`src/rtl/vm_pkg.sv`:
```
// Shared definitions for the coin vending controller: coin values, credit
// state encoding and the total-to-(pr, re, next credit) decision function.
package vm_pkg;

  localparam int COIN1  = 1;
  localparam int COIN2  = 2;
  localparam int CALC_W = 8;

  typedef logic [CALC_W-1:0] calc_t;

  // Credit states for the default PRICE=3 build; wider prices extend the count
  typedef logic [1:0] state_t;
  localparam state_t S0 = 2'd0;
  localparam state_t S1 = 2'd1;
  localparam state_t S2 = 2'd2;

  typedef struct packed {
    logic  pr;
    logic  re;
    calc_t next;
  } vend_t;

  // One vend consumes price units; one unit of any excess goes back as change
  function automatic vend_t vend_calc(input calc_t total, input calc_t price);
    vend_t r;
    calc_t excess;
    r.pr   = 1'b0;
    r.re   = 1'b0;
    r.next = total;
    excess = '0;
    if (total >= price) begin
      excess = total - price;
      r.pr   = 1'b1;
      r.re   = (excess != '0);
      r.next = (excess != '0) ? excess - calc_t'(1) : '0;
    end
    return r;
  endfunction

endpackage

```
`src/rtl/vm_if.sv`:
```
// Coin-in / dispense-out bundle between the coin acceptor, the vending
// controller and the product/change dispenser drivers.
interface vm_if;

  logic rs1;
  logic rs2;
  logic pr;
  logic re;

  modport master (output rs1, output rs2, input pr, input re);
  modport slave  (input rs1, input rs2, output pr, output re);

endinterface

```
`src/rtl/vending_machine_ml.sv`:
```
// Mealy coin vending controller with a single credit register.
// Define VM_REG_OUT_EN to register pr/re (one cycle later, credit timing unchanged).
module vending_machine_ml
  import vm_pkg::*;
#(
  parameter int PRICE = 3,
  parameter int CW    = 3
) (
  input  logic clk,
  input  logic rst,
  vm_if.slave  bus
);

  logic [CW-1:0] credit_q;
  logic [CW-1:0] credit_d;
  logic [CW-1:0] coin;
  logic [CW-1:0] total;
  vend_t         vend;
  logic          pr_d;
  logic          re_d;

  // Both coins in one sample add up to three units
  always_comb begin
    coin = '0;
    if (bus.rs1) coin = coin + CW'(COIN1);
    if (bus.rs2) coin = coin + CW'(COIN2);
    total    = credit_q + coin;
    vend     = vend_calc(calc_t'(total), calc_t'(PRICE));
    pr_d     = 1'b0;
    re_d     = 1'b0;
    credit_d = credit_q;
    if (rst) begin
      credit_d = '0;
    end else begin
      pr_d     = vend.pr;
      re_d     = vend.re;
      credit_d = CW'(vend.next);
    end
  end

  always_ff @(posedge clk) begin
    if (rst) begin
      credit_q <= CW'(S0);
    end else begin
      credit_q <= credit_d;
    end
  end

`ifdef VM_REG_OUT_EN
  logic pr_q;
  logic re_q;

  always_ff @(posedge clk) begin
    if (rst) begin
      pr_q <= 1'b0;
      re_q <= 1'b0;
    end else begin
      pr_q <= pr_d;
      re_q <= re_d;
    end
  end

  assign bus.pr = pr_q;
  assign bus.re = re_q;
`else
  assign bus.pr = pr_d;
  assign bus.re = re_d;
`endif

endmodule

```
`src/flat_wrapper.sv`:
```
// flat-port wrapper written by rule: the top's interface ports become plain ports
module vending_machine_ml_flat import vm_pkg::*;
#(
  parameter int PRICE = 3,
  parameter int CW    = 3
)
  (clk, rst, bus_rs1, bus_rs2, bus_pr, bus_re);
  vm_if bus_i ();
  input  logic clk;
  input  logic rst;
  input wire logic [$bits(bus_i.rs1)-1:0] bus_rs1;
  input wire logic [$bits(bus_i.rs2)-1:0] bus_rs2;
  output wire logic [$bits(bus_i.pr)-1:0] bus_pr;
  output wire logic [$bits(bus_i.re)-1:0] bus_re;
  assign bus_i.rs1 = bus_rs1;
  assign bus_i.rs2 = bus_rs2;
  assign bus_pr = bus_i.pr;
  assign bus_re = bus_i.re;
  vending_machine_ml #(.PRICE(PRICE), .CW(CW)) u_core (.clk(clk), .rst(rst), .bus(bus_i));
endmodule
```
`config.mk`:
```
export PLATFORM = sky130hd
export DESIGN_NAME = vending_machine_ml_flat
export DESIGN_NICKNAME = d
export VERILOG_FILES = /design/src/rtl/vm_pkg.sv /design/src/rtl/vm_if.sv /design/src/rtl/vending_machine_ml.sv /design/src/flat_wrapper.sv
export SDC_FILE = /design/constraint.sdc
export NUM_CORES = 1
export LEC_CHECK = 0
export ABC_CLOCK_PERIOD_IN_PS = 3200
export CORE_AREA = 2 2 39 41
export CTS_BUF_LIST = sky130_fd_sc_hd__clkbuf_4
export CTS_CLUSTER_DIAMETER = 80
export DETAILED_ROUTE_END_ITERATION = 8
export DIE_AREA = 0 0 41 43
export PLACE_DENSITY = 0.36
export SLEW_MARGIN = 15
export SYNTH_ARGS = -nofsm -noshare
export SYNTH_HDL_FRONTEND = slang
export SYNTH_SLANG_ARGS = --single-unit
export TNS_END_PERCENT = 20
```
`constraint.sdc`:
```
create_clock -name clk -period 3.2 [get_ports clk]
set_input_delay 0.96 -clock clk [delete_from_list [all_inputs] [get_ports clk]]
set_output_delay 0.96 -clock clk [all_outputs]
set_load 0.005 [all_outputs]
```
==> results summary, run 1 <==
The final hold violation count came out at 0. The mean cell area of the mapped netlist came out at 9.15 um^2. The critical path ends at bus_pr. The worst hold path begins at u_core.credit_q[2]$_SDFF_PP0_. The data arrival at the endpoint of the critical path is 2.19 ns.

The H-tree depth reported by CTS is 1. The initial cell density of the core is 12.6%. The count of cell types in the netlist is 10. In this run the worst hold path is classified as flop to flop. The later-pin clock latency in the skew report is 0.24 ns. The DRC violation count after routing is 0. The run finished with clean final reports. In this run the tool buffered the top-level ports with 5 buffer cells.

The static leakage is 0.153 nW. The total power density per cell area came out at 1190 mW/mm^2. Ranked by flip-flop count, first place goes to u_core.credit_q.

The fraction of the cycle the final worst path needs came out at 98.3%. The share of post-route cells with drive strength above 1 came out at 57.1%. The maximum number of pins on one net before global-route repair is 6. The standard cell with the maximum stage delay on the critical path is fa_2. The core area came out at 0.00138 mm^2. The number of violations reported at the end of detailed-routing iteration 0 came out at 4. The biggest fanout along the worst timing path came out at 2. Walking the worst path, the cells encountered are buf_6 > ha_4 > fa_2 > xor2_2 > inv_1 > ha_2 > nor2_2 > buf_2.

The standard-cell row count is 14. The clock tree from TritonCTS is yes. The total design power came out at 404 uW. The master cell of the clock root buffer is clkbuf_4. 6 I/O pins were placed. The number of synthesis warnings came out at 0. The net count after synthesis is 26. The peak supply drop is 0.441 mV.

The worst setup path startpoint is bus_rs1. For this run, the register share of the synthesized area comes to 34.5%. The first global-routing pass estimated 800 um of wire. In this run the critical register-to-register path is launched from u_core.credit_q[0]$_SDFF_PP0_. The depth of the worst register-to-register path is 9. The number of antenna violations at the first check in global routing is 0.

The number of sinks handled by clock tree synthesis came out at 3. The count of nets after finishing came out at 43. The longest individual stage delay on the worst path is 0.34 ns. The maximum clock insertion buffer count is 2.

The pin slew with the least headroom to its limit came out at 0.206 ns. After technology mapping, the gate count stands at 19. The area of the die came out at 0.00176 mm^2.

The relative area change from synthesis to final layout came out at 95.7%. The synthesized netlist devotes 5.04% of its cell area to XOR and XNOR gates. The worst setup path is launched from a primary input. By area, the combinational part of the netlist is dominated by adder cells. At the end of routability-driven placement, the weighted congestion stood at 0.702. The worst reg-to-reg setup slack came out at 1.15 ns.

From bottom edge to top edge, the die measures 43 um. The leftover overflow at the end of global routing is 0. In this run, CTS created clock tree buffers numbering 3. The cell area after synthesis is 174 um^2.

The largest registers in the layout are u_core.credit_q x3. The number of detailed-route iterations in the first pass is 2. The number of diodes came out at 0. The sum of routed wire length over all layers came out at 461 um. The worst flop-to-flop path endpoint is u_core.credit_q[2]$_SDFF_PP0_. The synthesized flop and latch total came out at 3. After clock tree synthesis, the clock-pin slew on the worst setup and hold paths is 0.04 ns.

Global routing consumed, over all layers together, 7.74% of the routing resources. The number of max-capacitance violations reported is 0. The critical path is of the primary input to output port type.

The share of synthesized area spent on multiplexers came out at 0%. With fillers left out, the area of the finished cells amounts to 340 um^2. In the layout the commonest cells are buf_4, clkbuf_4, nand2_1, nor2_1, dfxtp_1. The number of global-route vias before repair is 202.

The count of nets left with antenna violations after detail routing came out at 0. The cell area reported after detailed placement is 274 um^2. The flip-flop count of the largest register after layout came out at 3. The leading cell type in the layout, fill and taps excluded is buf_4.

The clock arrives with 0.00508 ns of skew. The count of final max-slew check failures is 0. Headroom to the max-slew limit came out at 86.3%. The count of final setup violators came out at 0. The simple logic cell fraction of the synthesized area is 23.7%. The worst setup path is captured at an output port. Measured along the x axis, the die boundary spans 41 um. The required time reported for the critical path endpoint is 2.24 ns.

The wire length per cell after detailed routing is 9.04 um. The synthesized netlist devotes 8.63% of its cell area to compound gates. The maximum operating frequency came out at 318 MHz. After layout, the minimum clock period comes to 3.15 ns. The adder-cell share of the synthesized area is 25.9%.

The detailed placement HPWL is 325 um. The routed via count came out at 192. Using the TritonRoute via totals, the vias-per-cell ratio works out to 3.76.
[metrics by stage]
stage,hold WS (ns),TNS (ns),setup WS (ns),utilization (%),instances
detailed placement,0.596,-1.86,-0.971,19.8,44
CTS,0.716,-0.00260,-0.00260,23.7,49
floorplan,0.551,0,0.0354,-,19
global placement,0.603,-1.75,-0.917,19.8,44
global route,0.896,-0.0113,-0.0113,24.6,51
finish,0.848,0,0.0541,24.6,51
[worst max-delay path, delay by kind of cell]
family                     cells  cell delay (ns)
xor gates and xnor gates       1             0.18
adders and majority gates      3             0.67
buffers and inverters          3             0.28
and+or+nand+nor                1             0.07
[synthesized netlist by cell type]
cell / number / share of area, %
nor3b_1: 2 / 8.6
nand2_1: 3 / 6.5
ha_1: 2 / 14
xor2_1: 1 / 5.0
a21oi_1: 1 / 2.9
nor2_1: 4 / 8.6
a311o_1: 1 / 5.8
dfxtp_1: 3 / 35
inv_1: 1 / 2.2
fa_1: 1 / 12
[power by group]
group / switching, mW / internal [mW] / leakage (nW) / total [mW]
registers: 0.0110 / 0.0542 / 0.0249 / 0.0652
clock network: 0.0216 / 0.0553 / 0.0184 / 0.0769
logic: 0.107 / 0.155 / 0.109 / 0.262
[cell families after synthesis]
kind of cell | Yosys count
xor+xnor | 1
buf+inv | 1
fa+ha+maj | 3
flops | 3
simple gates | 9
compound gates | 2
[area by class of cell]
type / instances / area (um^2)
Clock buffer: 4 / 30.0
Tap cell: 16 / 20.0
Multi-Input combinational cell: 15 / 138
Sequential cell: 3 / 60.1
Inverter: 1 / 3.75
Fill cell: 153 / 1040
Timing Repair Buffer: 12 / 88.8
[worst min-delay path by stage]
stage                                    end  slack (ns)  cells past startpoint
2_1_floorplan  u_core.credit_q[2]$_SDFF_PP0_        0.55                      3
3_3_place_gp   u_core.credit_q[2]$_SDFF_PP0_        0.60                      3
3_5_place_dp   u_core.credit_q[2]$_SDFF_PP0_        0.60                      3
4_1_cts        u_core.credit_q[2]$_SDFF_PP0_        0.72                      4
5_1_grt        u_core.credit_q[2]$_SDFF_PP0_        0.90                      5
6_report       u_core.credit_q[2]$_SDFF_PP0_        0.85                      5
[metal layers]
layer	up-vias	share of wire, %	track usage [%]
li1	94	-	-
met1	88	41	6.77
met2	8	44	9.06
met3	2	14	8.90
met4	0	0.87	6.67
met5	-	0	0
[repair_timing]
action | in CTS | in global routing
endpoints found under the setup margin | 2 | 1
gates resized for setup | 20 | 2
hold buffers | 0 | 0
setup buffers | 1 | 2
endpoints found under the hold margin | 0 | 0
pin swaps | 5 | 3
No activity file was read; power rests on OpenSTA's default activity.
==> run 2: changes to the inputs <==
--- a/config.mk
+++ b/config.mk
@@ -6,11 +6,11 @@
 export NUM_CORES = 1
 export LEC_CHECK = 0
 export ABC_CLOCK_PERIOD_IN_PS = 3200
-export CORE_AREA = 2 2 39 41
+export CORE_AREA = 5 5 42 44
 export CTS_BUF_LIST = sky130_fd_sc_hd__clkbuf_4
 export CTS_CLUSTER_DIAMETER = 80
 export DETAILED_ROUTE_END_ITERATION = 8
-export DIE_AREA = 0 0 41 43
+export DIE_AREA = 0 0 47 49
 export PLACE_DENSITY = 0.36
 export SLEW_MARGIN = 15
 export SYNTH_ARGS = -nofsm -noshare
==> run 2 against run 1 <==
Design area increased by 0.74%. Global-route usage decreased by 2.7 points. Register-to-register slack improved by 0.10 ns. Combinational power increased by 3%. Sequential power decreased by 1%. Largest cell class unchanged. Highest routed layer is now met3. Maximum frequency decreased by 1.4%. Clock-buffer cell count unchanged. Cell count decreased by 3.9%. Sequential share of layout area decreased by 0.13 points. Non-clock buffer count decreased by 2.
==> results summary, run 2 (synthesis gave the netlist of run 1 again) <==
The flow ran to the end, and the final reports show no timing, DRC or antenna violations. The static leakage is 0.145 nW. The floorplan step defined a die boundary enclosing 0.00230 mm^2. In the routed layout, each cell is associated on average with a via count of 3.76. The fraction of the cycle the final worst path needs came out at 99.7%. The number of diodes is 0. The design area is 343 um^2. In this run the power density over the cells is 1200 mW/mm^2. Derived from the worst setup path, the maximum achievable clock frequency is 313 MHz. The later pin in the worst-skew pair is clocked with a latency of 0.24 ns. STA classifies the critical path endpoint as an output port. The min-delay analysis places its worst path in the category flop to flop. The clock drives 3 sinks.

The first detailed-routing pass took 4 iterations. Entering global routing, the biggest net connects 6 pins. After the first detailed-routing iteration, the DRC count stood at 1. The number of I/O port buffers is 5.

The global routing stage identified its most utilized layer as met1. In this run, flip-flops and latches consume 15.7% of the power. The standard-cell row count came out at 14. The sum of routed wire length over all layers came out at 481 um. STA classifies the critical path startpoint as a primary input. Cells fill 24.5% of the core in the end. The peak supply drop is 0.400 mV.

Between clock sinks in the finished design, the worst skew comes to 0.00438 ns. The worst setup path startpoint is bus_rs1. In this run the power spent charging and discharging nets is 146 uW. The die boundary width is 47 um. The relative area change from synthesis to final layout is 97.1%.

Setup violations remaining at the end of the flow were counted as 0. Max-cap violations in this run came to 0. The startpoint identified for the worst hold timing path is u_core.credit_q[2]$_SDFF_PP0_. The minimum clock period came out at 3.19 ns.

The number of CTS-inserted buffers is 3. The required time reported for the critical path endpoint is 2.24 ns. The count of final max-slew check failures came out at 0. Once detail routing completed, the nets flagged for antenna violations numbered 0. The H-tree depth reported by CTS came out at 1.

The count of nets after finishing came out at 41. The maximum clock insertion buffer count came out at 2. In this run, the clock network consumes 18.8% of the power.

Detailed routing inserted a total of 184 vias. 6 I/O pins were placed. The flip-flop count of the largest register after layout came out at 3. The library cell used most frequently in the layout, excluding fill and tap cells, is buf_4. The share of total power dissipated in combinational logic is 65.5%. The global routing met1 resource utilization is 6.19%. The biggest fanout along the worst timing path came out at 2. The global routing met2 resource utilization came out at 5.66%. The startpoint identified for the worst register-to-register timing path is u_core.credit_q[0]$_SDFF_PP0_.

The number of inserted filler cells in the final layout came out at 159. The die is 49 um tall. The wire length per cell after detailed routing is 9.82 um.

The cell area reported after detailed placement came out at 282 um^2. The final hold violation count came out at 0. In the final layout, the share of cells above drive strength 1 is 57.6%. The met3 layer usage reported by global route came out at 5.90%. The DRC violation count after routing is 0. The number of antenna violations at the first check in global routing is 0.

The number of buffers added to fix hold violations after cts came out at 0. The number of global-route vias before repair came out at 187. The core region is 0.00140 mm^2.

In the layout the commonest cells are buf_4, clkbuf_4, nor2_1, dfxtp_1. The master cell of the clock root buffer is clkbuf_4. The pin slew with the least headroom to its limit came out at 0.198 ns. The worst setup path is of the primary input to output port kind. The largest register by flop count is u_core.credit_q. In the final layout, the registers with the most flip-flops are u_core.credit_q x3.

Clock-pin slew was measured on the worst setup and hold paths at 0.04 ns. TritonCTS built the clock tree. The internal power summed over all cells is 264 uW. The data arrival at the endpoint of the critical path came out at 2.23 ns. The overall routing resource usage is 5.08%. The routability congestion estimate came out at 0.701.

The worst slew margin relative to its limit came out at 86.7%. For this run the aggregate overflow at the end of global routing stands at 0. Setup repair after global routing could not meet its margin everywhere.

In this run switching power makes up 35.6% of total power. The initial cell density of the core came out at 12.4%. The global-route wire length before repair came out at 772 um.
## run 2: area by class of cell
cell class	count	area [um^2]	share of cell area, %
clock buffers	4	30.0	8.76
inverters	1	3.75	1.09
well taps	16	20.0	5.84
flip-flops and latches	3	60.1	17.5
multi-input cells	15	150	43.8
repair buffers	10	78.8	23.0
## run 2: per-stage QoR
stage | total power, mW | hold WS (ns) | setup slack (ns) | setup TNS (ns) | std cells
floorplan | 0.177 | 0.551 | 0.0354 | 0 | 19
global placement | 0.284 | 0.673 | -0.824 | -1.53 | 45
detailed placement | 0.285 | 0.685 | -0.843 | -1.56 | 45
CTS | 0.370 | 0.687 | 0.00294 | 0 | 49
global route | 0.449 | 0.810 | -0.0785 | -0.0998 | 49
finish | 0.410 | 0.740 | 0.00820 | 0 | 49
## run 2: final timing paths
kind	end	slack (ns)	depth (start not counted)
worst min register to register	u_core.credit_q[2]$_SDFF_PP0_	0.74	4
worst min-delay path	u_core.credit_q[2]$_SDFF_PP0_	0.74	4
worst max register to register	u_core.credit_q[2]$_SDFF_PP0_	1.25	8
worst max-delay path	bus_pr	0.008	8
## run 2: repair_timing
item,4_1_cts,5_1_grt
resized for setup,18,5
pin swaps,5,4
gates cloned,0,0
buffers inserted,0,0
setup endpoints to repair,2,2
## run 2: power by group through the flow
stage	clock (mW)	sequential [mW]	combinational [mW]
global route	0.0858	0.0663	0.297
detailed placement	0	0.0612	0.223
floorplan	0	0.0602	0.117
finish	0.0769	0.0644	0.269
CTS	0.0811	0.0627	0.226
global placement	0	0.0608	0.223
## run 2: per-layer routing
metal	vias to the layer above	part of all wire [%]
met2	8	44
met1	84	46
met4	0	0
met5	-	0
met3	0	10
li1	92	-
## run 2: critical path, stage by stage
cell    delay, ns
buf_6        0.09
ha_4         0.15
fa_2         0.40
xor2_2       0.18
inv_2        0.08
ha_4         0.17
nor2_2       0.09
buf_2        0.11
